### config.mk
export PLATFORM = sky130hd
export DESIGN_NAME = ro_sweep_ctrl
export DESIGN_NICKNAME = d
export VERILOG_FILES = /design/src/rtl/ro_sweep_ctrl.sv
export SDC_FILE = /design/constraint.sdc
export NUM_CORES = 1
export LEC_CHECK = 0
export ABC_AREA = 1
export BUFFER_PORTS_ARGS = -buffer_cell sky130_fd_sc_hd__buf_2
export CORE_ASPECT_RATIO = 1.5
export CORE_UTILIZATION = 35
export CTS_BUF_LIST = sky130_fd_sc_hd__clkbuf_8
export CTS_CLUSTER_SIZE = 24
export DETAILED_ROUTE_END_ITERATION = 8
export GPL_TIMING_DRIVEN = 1
export HOLD_SLACK_MARGIN = 0.1
export SLEW_MARGIN = 0
export SYNTH_ARGS = -nofsm -noshare
export SYNTH_HDL_FRONTEND = slang
export SYNTH_SLANG_ARGS = --single-unit
export TNS_END_PERCENT = 10
### constraint.sdc
create_clock -name clk -period 2.36 [get_ports clk]
set_input_delay 0.472 -clock clk [delete_from_list [all_inputs] [get_ports clk]]
set_output_delay 0.472 -clock clk [all_outputs]
set_load 0.02 [all_outputs]
### src/rtl/ro_sweep_ctrl.sv
// Ring-oscillator sweep sequencer: enables one ring at a time, counts its edges over a gate window
// and reports each count over a valid/ready handshake. Optional min/max tracking under RO_MINMAX_EN.
module ro_sweep_ctrl #(
    parameter int NUM_RO     = 3,
    parameter int CNT_W      = 16,
    parameter int GATE_CYC   = 1024,
    parameter int SETTLE_CYC = 8,
    localparam int CH_W      = (NUM_RO > 1) ? $clog2(NUM_RO) : 1
) (
    input  logic              clk,
    input  logic              reset,
    input  logic              start,
    input  logic [NUM_RO-1:0] ch_mask,
    input  logic [NUM_RO-1:0] ro_clk_in,
    output logic [NUM_RO-1:0] ro_en,
    output logic              busy,
    output logic              res_valid,
    input  logic              res_ready,
    output logic [CH_W-1:0]   res_ch,
    output logic [CNT_W-1:0]  res_count,
    output logic              sweep_done
`ifdef RO_MINMAX_EN
    ,
    output logic [CNT_W-1:0]  min_count,
    output logic [CNT_W-1:0]  max_count,
    output logic [CH_W-1:0]   min_ch,
    output logic [CH_W-1:0]   max_ch
`endif
);

    localparam logic [2:0] ST_IDLE   = 3'd0;
    localparam logic [2:0] ST_SETTLE = 3'd1;
    localparam logic [2:0] ST_GATE   = 3'd2;
    localparam logic [2:0] ST_DRAIN  = 3'd3;
    localparam logic [2:0] ST_REPORT = 3'd4;
    localparam logic [2:0] ST_DONE   = 3'd5;

    localparam int MAX_CYC = (GATE_CYC > SETTLE_CYC) ? GATE_CYC : SETTLE_CYC;
    localparam int CYC_W   = $clog2(MAX_CYC) + 1;
    localparam logic [CYC_W-1:0] SETTLE_LAST = CYC_W'(SETTLE_CYC - 1);
    localparam logic [CYC_W-1:0] GATE_LAST   = CYC_W'(GATE_CYC - 1);
    localparam logic [CYC_W-1:0] DRAIN_LAST  = CYC_W'(2);
    localparam logic [CNT_W-1:0] CNT_MAX     = {CNT_W{1'b1}};

    logic [2:0]        state_r;
    logic [CYC_W-1:0]  cyc_r;
    logic [NUM_RO-1:0] mask_r;
    logic [CH_W-1:0]   ch_r;
    logic [CNT_W-1:0]  count_r;
    logic [NUM_RO-1:0] ro_en_r;
    logic              busy_r;
    logic              res_valid_r;
    logic [CH_W-1:0]   res_ch_r;
    logic [CNT_W-1:0]  res_count_r;
    logic              sweep_done_r;

    logic [NUM_RO-1:0] s1_r;
    logic [NUM_RO-1:0] s2_r;
    logic [NUM_RO-1:0] s3_r;
    logic [NUM_RO-1:0] edge_pulse_s;
    logic              edge_sel_s;
    logic [NUM_RO-1:0] remaining_s;
    logic              accept_start_s;
    logic              handshake_s;

    function automatic logic [CH_W-1:0] lowest_ch(input logic [NUM_RO-1:0] m);
        logic [CH_W-1:0] idx;
        idx = {CH_W{1'b0}};
        for (int i = NUM_RO - 1; i >= 0; i--) begin
            idx = m[i] ? CH_W'(i) : idx;
        end
        return idx;
    endfunction

    function automatic logic [NUM_RO-1:0] ch_onehot(input logic [CH_W-1:0] c);
        return NUM_RO'(1'b1) << c;
    endfunction

    function automatic logic [CNT_W-1:0] sat_inc(input logic [CNT_W-1:0] v);
        return (v == CNT_MAX) ? v : v + CNT_W'(1'b1);
    endfunction

    assign edge_pulse_s   = s2_r & ~s3_r;
    assign edge_sel_s     = edge_pulse_s[ch_r];
    assign remaining_s    = mask_r & ~ch_onehot(ch_r);
    assign accept_start_s = (state_r == ST_IDLE) && start;
    assign handshake_s    = (state_r == ST_REPORT) && res_ready;

    // Synchronizer plus edge register for every ring, free-running in all states
    always_ff @(posedge clk) begin
        if (reset) begin
            s1_r <= {NUM_RO{1'b0}};
            s2_r <= {NUM_RO{1'b0}};
            s3_r <= {NUM_RO{1'b0}};
        end else begin
            s1_r <= ro_clk_in;
            s2_r <= s1_r;
            s3_r <= s2_r;
        end
    end

    // Sweep sequencer; every output is registered and ro_en only ever loads a one-hot or zero
    always_ff @(posedge clk) begin
        if (reset) begin
            state_r      <= ST_IDLE;
            cyc_r        <= {CYC_W{1'b0}};
            mask_r       <= {NUM_RO{1'b0}};
            ch_r         <= {CH_W{1'b0}};
            count_r      <= {CNT_W{1'b0}};
            ro_en_r      <= {NUM_RO{1'b0}};
            busy_r       <= 1'b0;
            res_valid_r  <= 1'b0;
            res_ch_r     <= {CH_W{1'b0}};
            res_count_r  <= {CNT_W{1'b0}};
            sweep_done_r <= 1'b0;
        end else begin
            sweep_done_r <= 1'b0;
            case (state_r)
                ST_IDLE: begin
                    if (start) begin
                        busy_r <= 1'b1;
                        cyc_r  <= {CYC_W{1'b0}};
                        if (ch_mask != {NUM_RO{1'b0}}) begin
                            mask_r  <= ch_mask;
                            ch_r    <= lowest_ch(ch_mask);
                            ro_en_r <= ch_onehot(lowest_ch(ch_mask));
                            state_r <= ST_SETTLE;
                        end else begin
                            mask_r  <= {NUM_RO{1'b0}};
                            state_r <= ST_DONE;
                        end
                    end else begin
                        state_r <= ST_IDLE;
                    end
                end
                ST_SETTLE: begin
                    count_r <= {CNT_W{1'b0}};
                    if (cyc_r == SETTLE_LAST) begin
                        cyc_r   <= {CYC_W{1'b0}};
                        state_r <= ST_GATE;
                    end else begin
                        cyc_r <= cyc_r + CYC_W'(1'b1);
                    end
                end
                ST_GATE: begin
                    if (edge_sel_s) begin
                        count_r <= sat_inc(count_r);
                    end else begin
                        count_r <= count_r;
                    end
                    if (cyc_r == GATE_LAST) begin
                        cyc_r   <= {CYC_W{1'b0}};
                        ro_en_r <= {NUM_RO{1'b0}};
                        state_r <= ST_DRAIN;
                    end else begin
                        cyc_r <= cyc_r + CYC_W'(1'b1);
                    end
                end
                ST_DRAIN: begin
                    // Three idle cycles let the last ring edges fall out of the synchronizer
                    if (cyc_r == DRAIN_LAST) begin
                        cyc_r       <= {CYC_W{1'b0}};
                        res_valid_r <= 1'b1;
                        res_ch_r    <= ch_r;
                        res_count_r <= count_r;
                        state_r     <= ST_REPORT;
                    end else begin
                        cyc_r <= cyc_r + CYC_W'(1'b1);
                    end
                end
                ST_REPORT: begin
                    if (res_ready) begin
                        res_valid_r <= 1'b0;
                        mask_r      <= remaining_s;
                        if (remaining_s != {NUM_RO{1'b0}}) begin
                            ch_r    <= lowest_ch(remaining_s);
                            ro_en_r <= ch_onehot(lowest_ch(remaining_s));
                            state_r <= ST_SETTLE;
                        end else begin
                            state_r <= ST_DONE;
                        end
                    end else begin
                        state_r <= ST_REPORT;
                    end
                end
                ST_DONE: begin
                    sweep_done_r <= 1'b1;
                    busy_r       <= 1'b0;
                    state_r      <= ST_IDLE;
                end
                default: begin
                    state_r     <= ST_IDLE;
                    ro_en_r     <= {NUM_RO{1'b0}};
                    busy_r      <= 1'b0;
                    res_valid_r <= 1'b0;
                end
            endcase
        end
    end

    assign ro_en      = ro_en_r;
    assign busy       = busy_r;
    assign res_valid  = res_valid_r;
    assign res_ch     = res_ch_r;
    assign res_count  = res_count_r;
    assign sweep_done = sweep_done_r;

`ifdef RO_MINMAX_EN
    logic [CNT_W-1:0] min_count_r;
    logic [CNT_W-1:0] max_count_r;
    logic [CH_W-1:0]  min_ch_r;
    logic [CH_W-1:0]  max_ch_r;

    // Running extremes; strict compares keep the earlier (lower) channel on ties
    always_ff @(posedge clk) begin
        if (reset) begin
            min_count_r <= {CNT_W{1'b0}};
            max_count_r <= {CNT_W{1'b0}};
            min_ch_r    <= {CH_W{1'b0}};
            max_ch_r    <= {CH_W{1'b0}};
        end else if (accept_start_s) begin
            min_count_r <= CNT_MAX;
            max_count_r <= {CNT_W{1'b0}};
            min_ch_r    <= {CH_W{1'b0}};
            max_ch_r    <= {CH_W{1'b0}};
        end else if (handshake_s) begin
            if (res_count_r < min_count_r) begin
                min_count_r <= res_count_r;
                min_ch_r    <= res_ch_r;
            end else begin
                min_count_r <= min_count_r;
            end
            if (res_count_r > max_count_r) begin
                max_count_r <= res_count_r;
                max_ch_r    <= res_ch_r;
            end else begin
                max_count_r <= max_count_r;
            end
        end else begin
            min_count_r <= min_count_r;
        end
    end

    assign min_count = min_count_r;
    assign max_count = max_count_r;
    assign min_ch    = min_ch_r;
    assign max_ch    = max_ch_r;
`else
    logic unused_s;
    assign unused_s = accept_start_s ^ handshake_s;
`endif

endmodule
Word-level counts from Yosys, hierarchy flattened
Index checks and enable logic that the tools add are counted.
{"block": "word_totals", "register_bits": 68}
{"block": "classes", "n_addsub": 2, "magnitude_cmp": 1, "n_eq_ne": 18, "n_shift": 3, "mux": 45, "bitwise_logic": 7, "n_reduce_logical": 18}
{"cell": "$mux W3", "n": 15}
{"cell": "$mux W11", "n": 4}
{"cell": "$pmux W11 S4", "n": 1}
{"cell": "$mux W16", "n": 2}
{"cell": "$pmux W16 S2", "n": 1}
{"cell": "$mux W2", "n": 10}
{"cell": "$add A16 B1 Y16 const B", "n": 1}
{"cell": "$eq A16 B16 Y1 const B", "n": 1}
{"cell": "$pmux W3 S5", "n": 1}
{"cell": "$ne A2 B2 Y1 const B", "n": 7}
{"cell": "$pmux W3 S4", "n": 1}
{"cell": "$reduce_and A3 Y1", "n": 4}
{"cell": "$add A11 B1 Y11 const B", "n": 1}
{"cell": "$eq A11 B10 Y1 const B", "n": 1}
{"cell": "$eq A11 B2 Y1 const B", "n": 1}
{"cell": "$eq A11 B3 Y1 const B", "n": 1}
{"cell": "$shl A1 B2 Y3 const A", "n": 3}
{"cell": "$reduce_or A4 Y1", "n": 2}
{"cell": "$and A3 B3 Y3", "n": 2}
{"cell": "$eq A3 B2 Y1 const B", "n": 2}
{"cell": "$eq A3 B3 Y1 const B", "n": 2}
{"cell": "$not A3 Y3", "n": 2}
{"cell": "$pmux W3 S2", "n": 1}
{"cell": "$reduce_and A2 Y1", "n": 3}
{"cell": "16 further kinds", "n": 25}

Logic depth before layout (Yosys ltp)
{"block": "logic_depth", "ltp_word": 10, "ltp_mapped": 11, "ltp_nobuf": 11}

Worst setup path before layout
OpenSTA, ideal clock, no wires.
{"block": "synth_path", "path_kind": "reg-to-reg", "startpoint": "reg count_r[0]", "endpoint": "reg count_r[11]", "setup_ns": 0.139, "arrival_ns": 1.507, "t_required_ns": 2.221, "slack_ns": 0.714, "stages_incl_launch_ff": 12, "path_buffers": 1, "path_cell_list": "dfxtp_1 -> ha_1 -> inv_1 -> nor2_4 -> nand2_4 -> nor2_4 -> nand2_4 -> nand3_4 -> inv_4 -> buf_6 -> nand2_1 -> a21oi_2"}
{"block": "synth_between", "elab_chain_len": 4}
{"element": "start: declaration", "line": "49", "source": "logic [CNT_W-1:0] count_r;"}
{"element": "start signal: assignment", "line": "109", "source": "count_r <= {CNT_W{1'b0}};"}
{"element": "start signal: assignment", "line": "137", "source": "count_r <= {CNT_W{1'b0}};"}
{"element": "start signal: assignment", "line": "147", "source": "count_r <= sat_inc(count_r);"}
{"element": "$add A16 B1 Y16", "line": "80", "source": "return (v == CNT_MAX) ? v : v + CNT_W'(1'b1);"}
{"element": "$mux W16", "line": "80"}
{"element": "$mux W16", "line": "146", "source": "if (edge_sel_s) begin"}
{"element": "$pmux W16 S2", "line": "118", "source": "case (state_r)"}
Several ways; a longest one is shown, not always the timed one. The select of a mux whose other input is x is not followed.
A chain may end at the register's enable or synchronous reset.

Worst setup path in the final report
Ends and elaborated chain as after synthesis.

==> out/qor.yml <==
logic_synthesis:
  synth_cells: 519
  synth_seq_area_share: 0.3890
  synth-edff-count: 0
  synthArstFlopShare: 0
  synth-seq-cells: 68
  yosysWarnings: 0
  synth.distinct_cells: 34
  netlist_area_um2: 3500
  synth_ff_type: "dfxtp_1"
  synth_nets: 532
  syn_avg_cell_area_um2: 6.743
sta:
  tightest_slew_ns: 0.7770
  slew_viol_final: 0
  hold_viol: 0
  finalSetupViolCount: 0
  tns_ns: 0
  layout_min_cycle_time_ns: 1.861
  fin_crit_sh: 0.7886
  fin_skew_ns: 0.01035
  grt_setup_unrepaired: "no"
  fmax_mhz: 537.3
  hold_ws_ns: 0.3293
  maxSlewHeadroom: 0.4814
placed_design:
  dpl.hpwl_mm: 5.546
  port_buffers: 33
  placed_area_um2: 3726
  place_congestion: 0.8160
  placedCellCount: 654
status:
  status: "finished, final reports clean"
hold_path:
  worstHoldEndpoint: "s1_r[0]"
  hold_class: "primary input to register"
  worstHoldStart: "ro_clk_in[0]"
  hold_depth: 3
clocking:
  cts_setup_buffers: 0
  ctsRootBufferMaster: "clkbuf_8"
  clockBufferDepth: 2
  numCtsBuffers: 9
  cts_resized: 0
  clkTransAtPathRegs_ns: 0.07
  cts_max_level: 3
  worstSkewPairLatency_ns: 0.35
  cts.sinks: 68
  cts_tree: "yes"
  cts_hold_buf: 0
floorplanning:
  die_w_um: 83.65
  start_util: 0.3612
  ios: 34
  die_area_um2: 10410
  die_y_um: 124.5
  coreArea_um2: 9689
  rows: 44
routing:
  wl_per_cell_um: 11.70
  drt-initial-drc-count: 105
  totalWireLength_mm: 7.801
  antenna_left: 0
  drc: 0
  vias: 3182
  drtPass1Iterations: 4
  vias_per_cell: 4.771
finish:
  layout_common_cells: "nand2_1 (135), inv_1 (77), dfxtp_1 (68)"
  drive_gt1_frac: 0.1395
  antenna_cells: 0
  final_common_cell: "nand2_1"
  area_delta_synth_final_pct: 11.55
  final_cell_count_no_fill: 667
  layout.nets: 563
  fin_area_um2: 3904
worst_setup_path:
  r2r_setup_slack_ns: 0.50
  cp_max_fo: 18
  cp_cell_sequence: "ha_1, inv_1, nor2_4, nand2_4, nor2_4, nand2_4, nand3_4, inv_4, nand2_1, a21oi_2"
  worstPathArrival_ns: 2.07
  reg2reg_from: "count_r[0]"
  critPathCaptureType: "register"
  max_stage_delay_ns: 0.46
  crit_slowest_cell: "dfxtp_1"
  critPathRequiredTime_ns: 2.57
  reg2regPathDepth: 10
  start_kind: "register"
  critPathKind: "register to register"
  r2r_end: "count_r[11]"
global_routing:
  grt_antenna_before_repair: 0
  busiest_layer: "met2"
  use_met2: 0.2869
  gr-usage-met1: 0.1729
  use_met3: 0.04241
  grt_overflow: 0
  grt_pass1_wl_mm: 13.35
  grt_pass1_vias: 3024
  grt_max_degree: 41
  grt.total_usage: 0.1594
power_and_ir_drop:
  power_mw: 3.002
  leakage_nw: 1.661
  p_per_area_nw_per_um2: 768.9
  irDropWorstVdd_mv: 0.3629
job:
  cap_viol_max_count: 0
==> Yosys cell counts (all sizes together), types with 2 or more instances <==
| library cell | count | area share |
|---|---|---|
| xnor2 | 3 | 0.0075 |
| a21oi | 49 | 0.081 |
| clkbuf | 11 | 0.015 |
| o211ai | 3 | 0.0064 |
| a31oi | 2 | 0.0036 |
| ha | 3 | 0.011 |
| o21ai | 31 | 0.044 |
| nor3 | 4 | 0.0057 |
| nand4 | 8 | 0.014 |
| nor2 | 66 | 0.081 |
| xor2 | 7 | 0.018 |
| buf | 4 | 0.013 |
| inv | 80 | 0.087 |
| nand2 | 142 | 0.16 |
| o21bai | 3 | 0.0064 |
| dfxtp | 68 | 0.39 |
| nand3 | 32 | 0.052 |
==> registers in the layout (all words and copies together), names as in the netlist, 2 cells and up <==
register	count
s2_r	3
s3_r	3
ch_r	2
ro_en	3
state_r	3
s1_r	3
mask_r	3
cyc_r	11
res_ch	2
count_r	16
res_count	16
==> layout make-up <==
cell class / instances / area (µm²)
multi-input combinational: 356 / 1738
fill: 1049 / 5786
clock buffer: 10 / 137.6
sequential: 68 / 1361
timing repair buffer: 35 / 180.2
tap: 115 / 143.9
inverter: 80 / 302.8
clock inverter: 3 / 40.04
==> kinds of logic (layout without fill, tap and decap cells) <==
logic type | after synthesis | after routing | share of synthesized area
fa+ha+maj | 3 | 3 | 0.01073
compound gates | 90 | 90 | 0.1455
simple gates | 253 | 253 | 0.3153
flops | 68 | 68 | 0.3890
xor+xnor | 10 | 10 | 0.02503
buf+inv | 95 | 128 | 0.1144
==> routing by layer <==
| metal | share of wire | up-vias |
|---|---|---|
| met5 | 0 | - |
| met4 | 0.0088 | 0 |
| met3 | 0.031 | 6 |
| met2 | 0.51 | 53 |
| met1 | 0.45 | 1433 |
| li1 | - | 1690 |
==> report_power, final <==
part	internal, mW	switching (mW)
Sequential	1.23	0.0686
Combinational	0.209	0.580
Clock	0.495	0.419
Total	1.93	1.07
==> worst max-delay path: cells and delay by family, from the launching register on <==
family	cells	cell delay, ns
compound gates	1	0.05
fa+ha+maj	1	0.25
buf+inv	2	0.21
flops	1	0.46
simple gates	6	0.75
==> worst max path at each step <==
stage	start	endpoint	slack, ns	cells after the start
6_report	count_r[0]	count_r[11]	0.50	10
5_1_grt	count_r[0]	count_r[9]	0.34	10
4_1_cts	count_r[0]	count_r[11]	0.48	10
3_5_place_dp	count_r[0]	count_r[10]	0.50	10
3_3_place_gp	count_r[0]	count_r[9]	0.58	10
2_1_floorplan	count_r[0]	count_r[11]	0.71	11
==> metrics by stage <==
step | setup slack, ns | util
after floorplan | 0.7138 | -
after global placement | 0.5843 | 0.3846
after detailed placement | 0.5012 | 0.3846
after CTS | 0.4844 | 0.4029
after global routing | 0.3448 | 0.4029
final | 0.4988 | 0.4029
Note: power is estimated with default switching activity, not from simulation.
